$ cat src/rtl/adder_seq_ctrl.sv
// Round-robin shared 4-bit add/sub nibble stage; ops run NIB cycles LSB-nibble first, result held until RES_READY.
// No request accepted outside IDLE; RES_OVF signed-overflow output exists only when ADDSEQ_OVF_EN is defined.
module adder_seq_ctrl #(
    parameter int NIB = 4
) (
    input  logic             CLK,
    input  logic             RST,
    input  logic             REQ0_VALID,
    output logic             REQ0_READY,
    input  logic [4*NIB-1:0] REQ0_A,
    input  logic [4*NIB-1:0] REQ0_B,
    input  logic             REQ0_P,
    input  logic             REQ1_VALID,
    output logic             REQ1_READY,
    input  logic [4*NIB-1:0] REQ1_A,
    input  logic [4*NIB-1:0] REQ1_B,
    input  logic             REQ1_P,
    output logic             RES_VALID,
    input  logic             RES_READY,
    output logic [4*NIB-1:0] RES_S,
    output logic             RES_CO,
`ifdef ADDSEQ_OVF_EN
    output logic             RES_OVF,
`endif
    output logic             RES_ID,
    output logic             BUSY
);
    localparam int W  = 4 * NIB;
    localparam int KW = (NIB > 1) ? $clog2(NIB) : 1;
    localparam logic [KW-1:0] K_LAST = KW'(NIB - 1);

    typedef enum logic [1:0] {ST_IDLE, ST_RUN, ST_DONE} state_t;

    state_t          r_state;
    state_t          w_state_nxt;
    logic            r_ptr;
    logic [KW-1:0]   r_k;
    logic            r_c;
    logic [W-1:0]    r_a;
    logic [W-1:0]    r_b;
    logic            r_p;
    logic            r_id;
    logic [W-1:0]    r_s;
    logic            r_co;
`ifdef ADDSEQ_OVF_EN
    logic            r_ovf;
`endif

    logic            w_gnt0;
    logic            w_gnt1;
    logic            w_last;
    logic [KW+1:0]   w_bit_idx;
    logic [3:0]      w_a_nib;
    logic [3:0]      w_b_nib;
    logic [4:0]      w_sum;

    assign w_last    = (r_k == K_LAST);
    assign w_bit_idx = {r_k, 2'b00};
    assign w_a_nib   = r_a[w_bit_idx +: 4];
    assign w_b_nib   = r_b[w_bit_idx +: 4] ^ {4{r_p}};
    assign w_sum     = {1'b0, w_a_nib} + {1'b0, w_b_nib} + {4'b0000, r_c};

    // Grant is gated by RST so both READY outputs read 0 while reset is held.
    always_comb begin
        w_state_nxt = r_state;
        w_gnt0      = 1'b0;
        w_gnt1      = 1'b0;
        case (r_state)
            ST_IDLE: begin
                if (!RST) begin
                    w_gnt0 = REQ0_VALID && (!REQ1_VALID || !r_ptr);
                    w_gnt1 = REQ1_VALID && (!REQ0_VALID || r_ptr);
                end
                if (w_gnt0 || w_gnt1) begin
                    w_state_nxt = ST_RUN;
                end
            end
            ST_RUN: begin
                if (w_last) begin
                    w_state_nxt = ST_DONE;
                end
            end
            ST_DONE: begin
                if (RES_READY) begin
                    w_state_nxt = ST_IDLE;
                end
            end
            default: w_state_nxt = ST_IDLE;
        endcase
    end

    always_ff @(posedge CLK or posedge RST) begin
        if (RST) begin
            r_state <= ST_IDLE;
        end else begin
            r_state <= w_state_nxt;
        end
    end

    always_ff @(posedge CLK or posedge RST) begin
        if (RST) begin
            r_ptr <= 1'b0;
            r_k   <= '0;
            r_c   <= 1'b0;
            r_a   <= '0;
            r_b   <= '0;
            r_p   <= 1'b0;
            r_id  <= 1'b0;
            r_s   <= '0;
            r_co  <= 1'b0;
`ifdef ADDSEQ_OVF_EN
            r_ovf <= 1'b0;
`endif
        end else begin
            case (r_state)
                ST_IDLE: begin
                    if (w_gnt0 || w_gnt1) begin
                        r_a  <= w_gnt1 ? REQ1_A : REQ0_A;
                        r_b  <= w_gnt1 ? REQ1_B : REQ0_B;
                        r_p  <= w_gnt1 ? REQ1_P : REQ0_P;
                        r_c  <= w_gnt1 ? REQ1_P : REQ0_P;
                        r_id <= w_gnt1;
                        r_k  <= '0;
                    end
                end
                ST_RUN: begin
                    r_s[w_bit_idx +: 4] <= w_sum[3:0];
                    r_c                 <= w_sum[4];
                    if (w_last) begin
                        r_co  <= w_sum[4];
`ifdef ADDSEQ_OVF_EN
                        // carry into the top bit, recovered from the sum bit, XOR carry out
                        r_ovf <= (w_a_nib[3] ^ w_b_nib[3] ^ w_sum[3]) ^ w_sum[4];
`endif
                        r_k   <= '0;
                    end else begin
                        r_k <= r_k + 1'b1;
                    end
                end
                ST_DONE: begin
                    if (RES_READY) begin
                        r_ptr <= ~r_id;
                    end
                end
                default: ;
            endcase
        end
    end

    assign REQ0_READY = w_gnt0;
    assign REQ1_READY = w_gnt1;
    assign RES_VALID  = (r_state == ST_DONE);
    assign BUSY       = (r_state != ST_IDLE);
    assign RES_S      = r_s;
    assign RES_CO     = r_co;
    assign RES_ID     = r_id;
`ifdef ADDSEQ_OVF_EN
    assign RES_OVF    = r_ovf;
`endif

endmodule

$ cat config.mk
export PLATFORM = sky130hd
export DESIGN_NAME = adder_seq_ctrl
export DESIGN_NICKNAME = d
export VERILOG_FILES = /design/src/rtl/adder_seq_ctrl.sv
export SDC_FILE = /design/constraint.sdc
export NUM_CORES = 1
export LEC_CHECK = 0
export BUFFER_PORTS_ARGS = -buffer_cell sky130_fd_sc_hd__buf_2
export CAP_MARGIN = 20
export CORE_ASPECT_RATIO = 0.8
export CORE_MARGIN = 2
export CORE_UTILIZATION = 30
export CTS_CLUSTER_SIZE = 28
export DETAILED_ROUTE_END_ITERATION = 16
export PLACE_DENSITY = 0.5
export SLEW_MARGIN = 20
export SYNTH_ARGS = -nofsm -noshare
export SYNTH_HDL_FRONTEND = slang
export SYNTH_SLANG_ARGS = --single-unit
$ cat constraint.sdc
create_clock -name CLK -period 2.8 [get_ports CLK]
set_clock_uncertainty 0.15 [all_clocks]
set_input_delay 0.56 -clock CLK [delete_from_list [all_inputs] [get_ports CLK]]
set_output_delay 0.56 -clock CLK [all_outputs]
set_load 0.01 [all_outputs]
==> out/summary.txt <==
======================================================================================
Unrepaired setup endpoints after global routing .........................           no
Fraction of layout cells with a size suffix above 1 .....................        0.321
Relative slew slack .....................................................        0.626
Most frequent cells after synthesis ..................................... 67 x sky130_fd_sc_hd__a21oi_1, 57 x sky130_fd_sc_hd__dfrtp_1, 55 x sky130_fd_sc_hd__nand2_1, 35 x sky130_fd_sc_hd__nor2_1, 13 x sky130_fd_sc_hd__o21ai_0
Synth cell types ........................................................           33
Number of antenna cells inserted ........................................            0
Int Power ...............................................................      2900 uW
Hold Vio Cnt, Final .....................................................            0
Total Wirelength ........................................................      7540 um
Leakage power total .....................................................   0.00191 uW
Antenna violations before repair ........................................            0
Average wire length per cell after detail routing .......................      14.1 um
Number of nets at the end of the flow ...................................          494
Area growth from synthesis to layout ....................................        31.1%
Level count of the clock H-tree .........................................            3
Drt drc .................................................................            0
DIE AREA ................................................................  0.0105 mm^2
Detailed-placement wirelength estimate ..................................      5720 um
Clock share of power ....................................................        0.224
Number of setup buffers added after CTS .................................            0
Initial DRC Count .......................................................          163
Top cell type by total area after synthesis ............................. sky130_fd_sc_hd__dfrtp_1
Logic gate share of total power .........................................        0.485
Cell area after synthesis ............................................... 0.00292 mm^2
Final setup slack of the worst path .....................................     0.135 ns
Total of endpoints with negative setup slack in the final report ........            0
Post-synthesis async set-or-reset flop share ............................         1.00
Share of the cycle needed by the critical path after routing ............        0.952
Clk sinks ...............................................................           57
Die Span Y ..............................................................      92.2 um
Pin count of the biggest net entering global routing ....................           35
Number of nets with antenna violations after detailed routing ...........            0
Average via count per standard cell .....................................         4.69
Data required time at the worst endpoint ................................      2.83 ns
Switching power as a share of total power ...............................        0.406
Gpl congestion ..........................................................        0.821
Top-area cell type share of the netlist area ............................        0.489
Synthesized Nets ........................................................          397
Final sum of negative setup slack .......................................         0 ns
Post-layout utilization of the core .....................................        0.401
F_max ...................................................................    0.375 GHz
Kind of capture point of the worst setup path ...........................    flip-flop
Die outline width .......................................................       114 um
Starting Density ........................................................        0.306
Type of element launching the critical path .............................    flip-flop
Core footprint .......................................................... 0.00953 mm^2
Total CTS buffers .......................................................            9
All-Layer GR Usage ......................................................        0.153
Detailed-router iteration count before antenna repair ...................            4
Critical path arrival ...................................................      2.70 ns
Number of enable flip-flop cells after synthesis ........................            0
Max-capacitance violation count .........................................            0
Cells after DPL .........................................................          520
Count of fill cells added during filler insertion .......................          981
Clock network latency to the later pin of the worst-skew pair ...........      0.32 ns
Relative contribution of sequential cells to total power ................        0.291
Number of top-level pins ................................................           93
Worst-path fanout max ...................................................           14
Number of standard cells in the final layout excluding fillers ..........          536
Residual overflow from global routing ...................................            0
Result of the run ....................................................... complete, no violations
Port buffer count .......................................................           92
Most used standard cell by instance count after synthesis ............... sky130_fd_sc_hd__a21oi_1
Slew at the pin closest to its max-slew limit ...........................     0.555 ns
Path type of the worst setup path ....................................... flip-flop to flip-flop
Sequential cell area fraction in the yosys report .......................        0.489
Worst Hold Slack ........................................................    0.0758 ns
Worst VDD drop ..........................................................       373 uV
Cell types with the largest area share after synthesis .................. sky130_fd_sc_hd__dfrtp_1 49%, sky130_fd_sc_hd__a21oi_1 12%, sky130_fd_sc_hd__nand2_1 7.1%, sky130_fd_sc_hd__mux4_2 6.2%, sky130_fd_sc_hd__nor2_1 4.5%
Std-Cell Rows ...........................................................           32
Pre-CTS setup slack .....................................................     0.123 ns
Clock tree from TritonCTS ...............................................          yes
Vias in the first global route ..........................................         2489
Synthesized area per cell ...............................................    9.25 um^2
Minimum clock period ....................................................      2.66 ns
Max-slew violation count ................................................            0
Syn Inst Count ..........................................................          315
Number of hold buffers added after CTS ..................................            0
Leading register cell type out of synthesis ............................. sky130_fd_sc_hd__dfrtp_1
Clock slew at the register clock pins of the worst setup and hold paths .      0.05 ns
Ys Warns ................................................................            0
Vias after detailed routing .............................................         2513
Global-route wire length before repair ..................................     12400 um
Register bit total from synthesis .......................................           57
Net switching power of the design .......................................      1980 uW
Buffer type at the clock tree root ...................................... sky130_fd_sc_hd__clkbuf_16
Power Dens Cells ........................................................ 1280 mW/mm^2
Largest buffer count on any clock path ..................................            2
Resize count post-CTS ...................................................            0
Worst hold-check path type .............................................. primary input to async pin
======================================================================================
[path summary, 6_finish.rpt]
kind,from,endpoint,slack [ns],cells after the start
setup reg to reg,r_k[0],RES_S[6],0.14,7
min in group CLK,RES_S[8],RES_S[8],0.33,2
setup / recovery,r_k[0],RES_S[6],0.14,7
hold reg to reg,RES_S[8],RES_S[8],0.33,2
hold / removal,RST,r_state[1],0.08,2
max in group asynchronous,RST,r_b[1],1.76,3
[routing by layer]
metal,vias up,wire length [um],track usage
li1,1281,-,-
met2,72,3250,0.220
met5,-,0,0
met3,11,387,0.0403
met4,0,123,0.0620
met1,1149,3780,0.218
[cell families (layout without fill, tap and decap cells)]
| family | after synthesis | after routing | synth area share |
|---|---|---|---|
| AO/OA/AOI/OAI | 93 | 93 | 0.170 |
| flip-flops | 57 | 57 | 0.489 |
| buffers and inverters | 29 | 131 | 0.0442 |
| adder cells (fa/ha/maj) | 11 | 11 | 0.0524 |
| AND/OR/NAND/NOR | 111 | 111 | 0.165 |
| XOR/XNOR | 6 | 6 | 0.0180 |
| multiplexers | 8 | 8 | 0.0618 |
[per-stage QoR]
step / instance area, um^2 / total power (uW)
2_1_floorplan: 2920 / 3080
3_3_place_gp: 3520 / 3820
3_5_place_dp: 3520 / 3850
4_1_cts: 3820 / 4980
5_1_grt: 3820 / 5310
6_report: 3820 / 4880
[critical path, stage by stage, from the launching register on]
cell,delay (ns)
sky130_fd_sc_hd__dfrtp_1,0.36
sky130_fd_sc_hd__buf_4,0.25
sky130_fd_sc_hd__mux4_2,0.54
sky130_fd_sc_hd__xnor2_1,0.21
sky130_fd_sc_hd__inv_1,0.09
sky130_fd_sc_hd__fa_1,0.44
sky130_fd_sc_hd__xor2_1,0.33
sky130_fd_sc_hd__o21ai_0,0.16
[flip-flops by register name (all words and copies together), names as in the netlist]
name / cells
RES_CO: 1
RES_ID: 1
RES_S: 16
r_a: 16
r_b: 16
r_c: 1
r_k: 2
r_p: 1
r_ptr: 1
r_state: 2
[power by group through the flow]
stage	Clock, uW	Combinational (uW)	Sequential (uW)
2_1_floorplan	0	1670	1410
3_3_place_gp	0	2390	1440
3_5_place_dp	0	2410	1440
4_1_cts	1120	2440	1420
5_1_grt	1160	2690	1460
6_report	1100	2370	1420
[cell usage in the layout, fill, tap and decap left out, drive strengths merged, types with 3 or more instances in the layout]
cell type	n
a22o	4
buf	101
nor2b	3
o21ai	16
a21oi	67
nor2	35
inv	15
nand2	56
clkinvlp	3
nand2b	4
clkbuf	10
xnor2	4
mux4	8
dfrtp	57
ha	9
nand3	6
[layout make-up]
class | count | area, um^2 | area share
well taps | 119 | 149 | 0.0390
multi-input cells | 229 | 1360 | 0.356
inverters | 14 | 52.6 | 0.0138
clock buffers | 10 | 239 | 0.0625
flip-flops and latches | 57 | 1430 | 0.373
repair buffers | 101 | 528 | 0.138
clock inverters | 6 | 66.3 | 0.0174
Power figures use the tool's default switching activity.
